[src/rtl/serv_rf_pkg.sv]
// ============================================================================
// Module      : serv_rf_pkg
// Description : Shared types and sizing helpers for the two-read register-file RAM.
// Revision    : 1.0 - initial release
// ============================================================================
`default_nettype none

package serv_rf_pkg;

    localparam int GPR_COUNT = 32;

    typedef enum logic [0:0] {
        RF_CLEAR = 1'b0,
        RF_READY = 1'b1
    } rf_state_t;

    // Words needed to hold all GPRs plus CSR slots, 32 bits each, at slice width w.
    function automatic int rf_depth(input int w, input int n_csr);
        return (GPR_COUNT + n_csr) * 32 / w;
    endfunction

endpackage

`default_nettype wire

[src/rtl/serv_rf_clr_seq.sv]
// ============================================================================
// Module      : serv_rf_clr_seq
// Description : Post-reset clear sequencer; walks every address once, then ready.
// Revision    : 1.0 - initial release
// ============================================================================
`default_nettype none

module serv_rf_clr_seq
    import serv_rf_pkg::*;
#(
    parameter int depth = 576,
    parameter int aw    = 10
) (
    input  logic          i_clk,
    input  logic          i_rst_n,
    output logic          o_clr_we,
    output logic [aw-1:0] o_clr_addr,
    output logic          o_ready
);

    localparam logic [aw-1:0] c_LAST = aw'(depth - 1);

    rf_state_t     r_state;
    rf_state_t     w_state_nxt;
    logic [aw-1:0] r_cnt;
    logic [aw-1:0] w_cnt_nxt;
    logic          r_ready;

    always_ff @(posedge i_clk or negedge i_rst_n) begin
        if (!i_rst_n) begin
            r_state <= RF_CLEAR;
            r_cnt   <= '0;
            r_ready <= 1'b0;
        end else begin
            r_state <= w_state_nxt;
            r_cnt   <= w_cnt_nxt;
            r_ready <= (r_state == RF_READY);
        end
    end

    always_comb begin
        w_state_nxt = r_state;
        w_cnt_nxt   = r_cnt;
        if (r_state == RF_CLEAR) begin
            w_cnt_nxt = r_cnt + 1'b1;
            if (r_cnt == c_LAST) begin
                w_state_nxt = RF_READY;
            end
        end
    end

    assign o_clr_we   = (r_state == RF_CLEAR);
    assign o_clr_addr = r_cnt;
    assign o_ready    = r_ready;

endmodule

`default_nettype wire

[src/rtl/serv_rf_ram_2r.sv]
// ============================================================================
// Module      : serv_rf_ram_2r
// Description : 1W/2R register-file RAM with x0 gating, write-first bypass and
//               post-reset clear. Optional parity via SERV_RF_RAM_PARITY_EN.
// Revision    : 1.0 - initial release
// ============================================================================
`default_nettype none

module serv_rf_ram_2r
    import serv_rf_pkg::*;
#(
    parameter int width    = 2,
    parameter int csr_regs = 4,
    parameter int depth    = rf_depth(width, csr_regs),
    parameter int aw       = $clog2(depth)
) (
    input  logic             i_clk,
    input  logic             i_rst_n,
    output logic             o_ready,
    input  logic [aw-1:0]    i_waddr,
    input  logic [width-1:0] i_wdata,
    input  logic             i_wen,
    input  logic [aw-1:0]    i_raddr0,
    input  logic             i_ren0,
    output logic [width-1:0] o_rdata0,
    input  logic [aw-1:0]    i_raddr1,
    input  logic             i_ren1,
    output logic [width-1:0] o_rdata1,
    output logic             o_perr
);

    // Lowest address bit that selects the register number rather than the slice.
    localparam int c_XLSB = 5 - $clog2(width);
`ifdef SERV_RF_RAM_PARITY_EN
    localparam int c_MW = width + 1;
`else
    localparam int c_MW = width;
`endif

    logic [c_MW-1:0]  r_mem [depth];

    logic             w_clr_we;
    logic [aw-1:0]    w_clr_addr;
    logic             w_run;
    logic             w_we;
    logic [aw-1:0]    w_waddr;
    logic [width-1:0] w_wdata;
    logic [c_MW-1:0]  w_wword;

    serv_rf_clr_seq #(
        .depth (depth),
        .aw    (aw)
    ) u_clr_seq (
        .i_clk      (i_clk),
        .i_rst_n    (i_rst_n),
        .o_clr_we   (w_clr_we),
        .o_clr_addr (w_clr_addr),
        .o_ready    (o_ready)
    );

    assign w_run   = ~w_clr_we;
    assign w_we    = w_clr_we | (i_wen & w_run);
    assign w_waddr = w_clr_we ? w_clr_addr : i_waddr;
    assign w_wdata = w_clr_we ? '0 : i_wdata;
`ifdef SERV_RF_RAM_PARITY_EN
    assign w_wword = {^w_wdata, w_wdata};
`else
    assign w_wword = w_wdata;
`endif

    always_ff @(posedge i_clk) begin
        if (w_we) begin
            r_mem[w_waddr] <= w_wword;
        end
    end

    logic             w_zero0, w_zero1;
    logic             w_byp0, w_byp1;
    logic [c_MW-1:0]  w_rword0, w_rword1;
    logic [width-1:0] r_rdata0, r_rdata1;
    logic             r_zero0, r_zero1;

    assign w_zero0  = ~(|i_raddr0[aw-1:c_XLSB]);
    assign w_zero1  = ~(|i_raddr1[aw-1:c_XLSB]);
    assign w_byp0   = w_run & i_wen & (i_raddr0 == i_waddr);
    assign w_byp1   = w_run & i_wen & (i_raddr1 == i_waddr);
    assign w_rword0 = r_mem[i_raddr0];
    assign w_rword1 = r_mem[i_raddr1];

    always_ff @(posedge i_clk or negedge i_rst_n) begin
        if (!i_rst_n) begin
            r_rdata0 <= '0;
            r_zero0  <= 1'b0;
            r_rdata1 <= '0;
            r_zero1  <= 1'b0;
        end else if (w_clr_we) begin
            r_rdata0 <= '0;
            r_rdata1 <= '0;
        end else begin
            if (i_ren0) begin
                r_rdata0 <= w_byp0 ? i_wdata : w_rword0[width-1:0];
                r_zero0  <= w_zero0;
            end
            if (i_ren1) begin
                r_rdata1 <= w_byp1 ? i_wdata : w_rword1[width-1:0];
                r_zero1  <= w_zero1;
            end
        end
    end

    assign o_rdata0 = r_rdata0 & ~{width{r_zero0}};
    assign o_rdata1 = r_rdata1 & ~{width{r_zero1}};

`ifdef SERV_RF_RAM_PARITY_EN
    logic r_perr;
    logic w_perr_hit;

    // Bypassed data never came from the array, so only real array reads are checked.
    assign w_perr_hit = w_run & ((i_ren0 & ~w_zero0 & ~w_byp0 & (^w_rword0)) |
                                 (i_ren1 & ~w_zero1 & ~w_byp1 & (^w_rword1)));

    always_ff @(posedge i_clk or negedge i_rst_n) begin
        if (!i_rst_n) begin
            r_perr <= 1'b0;
        end else if (w_perr_hit) begin
            r_perr <= 1'b1;
        end
    end

    assign o_perr = r_perr;
`else
    assign o_perr = 1'b0;
`endif

endmodule

`default_nettype wire
[config.mk]
export PLATFORM = sky130hd
export DESIGN_NAME = serv_rf_ram_2r
export DESIGN_NICKNAME = d
export VERILOG_FILES = /design/src/rtl/serv_rf_pkg.sv /design/src/rtl/serv_rf_clr_seq.sv /design/src/rtl/serv_rf_ram_2r.sv
export SDC_FILE = /design/constraint.sdc
export NUM_CORES = 2
export LEC_CHECK = 0
export ABC_AREA = 1
export CAP_MARGIN = 40
export CELL_PAD_IN_SITES_DETAIL_PLACEMENT = 0
export CELL_PAD_IN_SITES_GLOBAL_PLACEMENT = 1
export CORE_MARGIN = 2
export CORE_UTILIZATION = 40
export CTS_CLUSTER_SIZE = 20
export DETAILED_ROUTE_END_ITERATION = 16
export GPL_ROUTABILITY_DRIVEN = 0
export PLACE_DENSITY_LB_ADDON = 0.1
export SLEW_MARGIN = 20
export SYNTH_ARGS = -nofsm -noshare
export SYNTH_HDL_FRONTEND = slang
export SYNTH_SLANG_ARGS = --single-unit
[constraint.sdc]
create_clock -name i_clk -period 11.2 [get_ports i_clk]
set_input_delay 3.36 -clock i_clk [delete_from_list [all_inputs] [get_ports i_clk]]
set_output_delay 3.36 -clock i_clk [all_outputs]
set_load 0.01 [all_outputs]
==> results.md <==
* Status: finished clean
* DR vias/cell at ~5.8
* Clock tree sinks at roughly 1200
* GRT met2 Usage at between 40% and 50%
* H-tree levels at 4
* Area contributors post-synth: edfxtp_1 (55%), nand2_1 (14%), nand3_1 (12%)
* XOR/XNOR Fraction of Synth Area at 0.194%
* Combinational family with the most area after synthesis: simple AND/OR/NAND/NOR gates
* Share of cells above drive strength 1 at under 10%
* Seq/Total Area, Yosys at between 50% and 60%
* Diode count at 0
* Data required, critical path at between 10 and 15 ns
* Clock buffer depth at 3
* Post-Synth Adder-Cell Area at less than 1%
* WL final at between 200 and 250 mm
* Multi-input gate area at 0.0235 mm2
* Setup TNS Final at 0 ns
* Worst skew pair latency at approximately 0.78 ns
* Die Wd at about 400 um
* Post-synthesis compound-gate area fraction at approximately 5.9%
* RSZ-0062 raised after global routing: no
* Crit. End Element: register
* Syn. warnings at 0
* Syn_area_per_cell at ~8.3 um2
* Comb pwr share at a little under a tenth
* Crit-path max FO at 79
* Cell area after synthesis at between 0.06 and 0.07 mm2
* Tmin final at 6.55 ns
* Final nets at about 7400
* GR Util met1 at about two fifths
* Hold buffers post-CTS at 0
* Net Sw Frac at about a quarter
* Routed via count at between 50000 and 60000
* Port bufs at just over 40
* Routed Antenna Nets at 0
* Rel. slew slack at between 20% and 30%
* Global routing usage on met3 at around 4.4%
* # DRC at 0
* Simple-gate portion of the synthesized area at a little under a third
* Core area at 0.157 mm2
* Initial antenna violation count at 7
* Clk slew on worst S/H paths at about 0.050 ns
* CTS tree: built
* CTS root buffer: clkbuf_16
* Cell type with the largest total area after synthesis: edfxtp_1
* Clock share of power at 44.5%
* Drt first pass iters at 9
* Final setup vio count at 0
* I/O pins at 43
* Post-CTS resize count at 0
* Fin Clk Skew at 0.0266 ns
* Std-Cell Rows at 145
* Cells after Synth at around 7600
* Synth unique cells at 37
* Synth top area share at 54.7%
* PwrDens at ~150 mW/mm2
* Placed instance area at about 0.065 mm2
* Mux contribution to synthesized area at 0%
* Final Cell Area at ~0.07 mm2
* GR Overflow Total at 0
* First-pass GRT wire length at between 300 and 400 mm
* Global-route total usage across every layer at between 20% and 30%
* Max Clock Freq at between 0.15 and 0.2 GHz
* Final hold vios at 0
* FF+latch area at about 0.035 mm2
* Fillers at between 15000 and 20000
* Worst EP arrival at 7.24 ns
* GRT busiest layer: met2
* CP Class: input pin to register
* Post-route clock period utilization at 58.5%
* Final core occ at ~45%
* Largest net degree at the start of global routing at about 210
* Min-Delay Path Class: register to register
* Maximum capacitance violations at 0
* Drt wl/cell at between 20 and 30 um
* DP Wirelength at around 140 mm
* Most common cell after layout, fill and taps aside: nand2_1
* Die area at 0.161 mm2
* Vias in the first global route at between 50000 and 60000
* Die H at roughly 400 um
* Initial Util at between 40% and 50%
* Slew Limit Fails at 0
* Synthesis-to-finish area growth at 10.5%
* Least-Margin Pin Slew at between 1 and 1.5 ns
* Synth Net Count at between 7000 and 8000
* Post-CTS setup buffer count at 0
* VDD IR max at ~0.18 mV
* Internal Power at around 0.0076 W
* Flop pwr share at roughly 46%
* Most frequent cells in the layout: nand2_1 (2274), nand3_1 (1537), edfxtp_1 (1152)
* Number of DRC markers in iteration 0 at 6495
* Switching power at about 0.0026 W
* Crit start category: input pin
* Num CTS Buffers at around 140
* Register bit count reported by yosys at about 1200
* Pleak at 27.0 nW
power groups by stage:
stage / Combinational, W / Clock, W / Sequential, W
finish: 0.000924 / 0.00454 / 0.00474
global route: 0.000995 / 0.00476 / 0.00473
CTS: 0.000905 / 0.00460 / 0.00473
detailed placement: 0.000903 / 0 / 0.00483
global placement: 0.000893 / 0 / 0.00483
floorplan: 0.000575 / 0 / 0.00483
registers in the layout, indices dropped and copies added (netlist names):
name and cells:
r_rdata0 2, u_clr_seq.o_ready 1, u_clr_seq.r_state 1, r_zero1 1
r_rdata1 2, r_zero0 1, u_clr_seq.o_clr_addr 10, r_mem 1152
per-stage QoR:
step	hold slack, ns	power (W)	setup WS, ns	std cells
floorplan	0.436	0.00540	0.124	7613
global placement	0.495	0.00572	3.74	9228
detailed placement	0.498	0.00573	3.95	9260
CTS	0.512	0.0102	4.75	9509
global route	0.530	0.0105	4.67	9518
finish	0.521	0.0102	4.65	9518
final cells by class:
type / instances / area share, %
clock buffer: 173 / 5.41
sequential: 1170 / 50.2
multi-input combinational: 5327 / 33.6
timing repair buffer: 187 / 3.24
clock inverter: 76 / 0.962
inverter: 527 / 2.92
tap: 2058 / 3.69
path summary, 6_finish.rpt:
kind	slack (ns)	cells past startpoint	end	from
max in group asynchronous	8.00	2	r_zero0	i_rst_n
worst min-delay path	0.52	2	r_zero0	r_zero0
worst max register to register	7.95	8	r_mem[370][0]	u_clr_seq.r_state
worst min register to register	0.52	2	r_zero0	r_zero0
min in group asynchronous	2.94	2	u_clr_seq.o_clr_addr[8]	i_rst_n
worst max-delay path	4.65	17	r_rdata0[1]	i_raddr0[1]
cells in the mapped netlist:
master,count
a2111oi_0,1
a211oi_1,1
a21boi_1,1
a21oi_1,195
buf_1,82
buf_2,305
buf_4,17
buf_6,21
clkbuf_1,164
clkinv_1,6
conb_1,1
dfrtp_1,18
edfxtp_1,1152
ha_1,1
inv_1,515
inv_2,6
nand2_1,2300
nand3_1,1537
nand4_1,3
nor2_1,834
nor2_2,1
nor3_1,5
nor4_1,1
o2111ai_1,2
o211ai_1,189
o211ai_2,1
o21a_1,1
o21ai_0,205
o21ai_1,7
o21ai_2,1
o21bai_1,1
o221ai_1,13
o22ai_1,5
o31ai_1,6
or2_2,1
xnor2_1,1
xor2_1,13
worst max-delay path: stages:
cell      delay (ns)
buf_8           0.26
inv_8           0.43
buf_16          0.38
buf_4           0.55
buf_16          0.30
o211ai_1        0.15
nand3_1         0.11
nand3_1         0.11
a21oi_1         0.47
nor2_1          0.17
nand2_1         0.09
nand3_1         0.12
nand2_1         0.14
nand2_1         0.07
nand3_1         0.12
nand2_1         0.08
nand2_1         0.06
cells by family (layout without fill, tap and decap cells):
family / count (synthesis) / after routing
fa+ha+maj: 1 / 1
simple gates: 4682 / 4682
flops: 1170 / 1170
buf+inv: 1116 / 963
xor+xnor: 14 / 14
other cells: 1 / 1
compound gates: 629 / 629
metal layers:
layer,up-vias,wire length (um)
li1,25066,-
met1,26767,105000
met2,2446,113000
met3,454,19200
met4,2,9220
met5,-,13
Note: power is estimated with default switching activity, not from simulation.
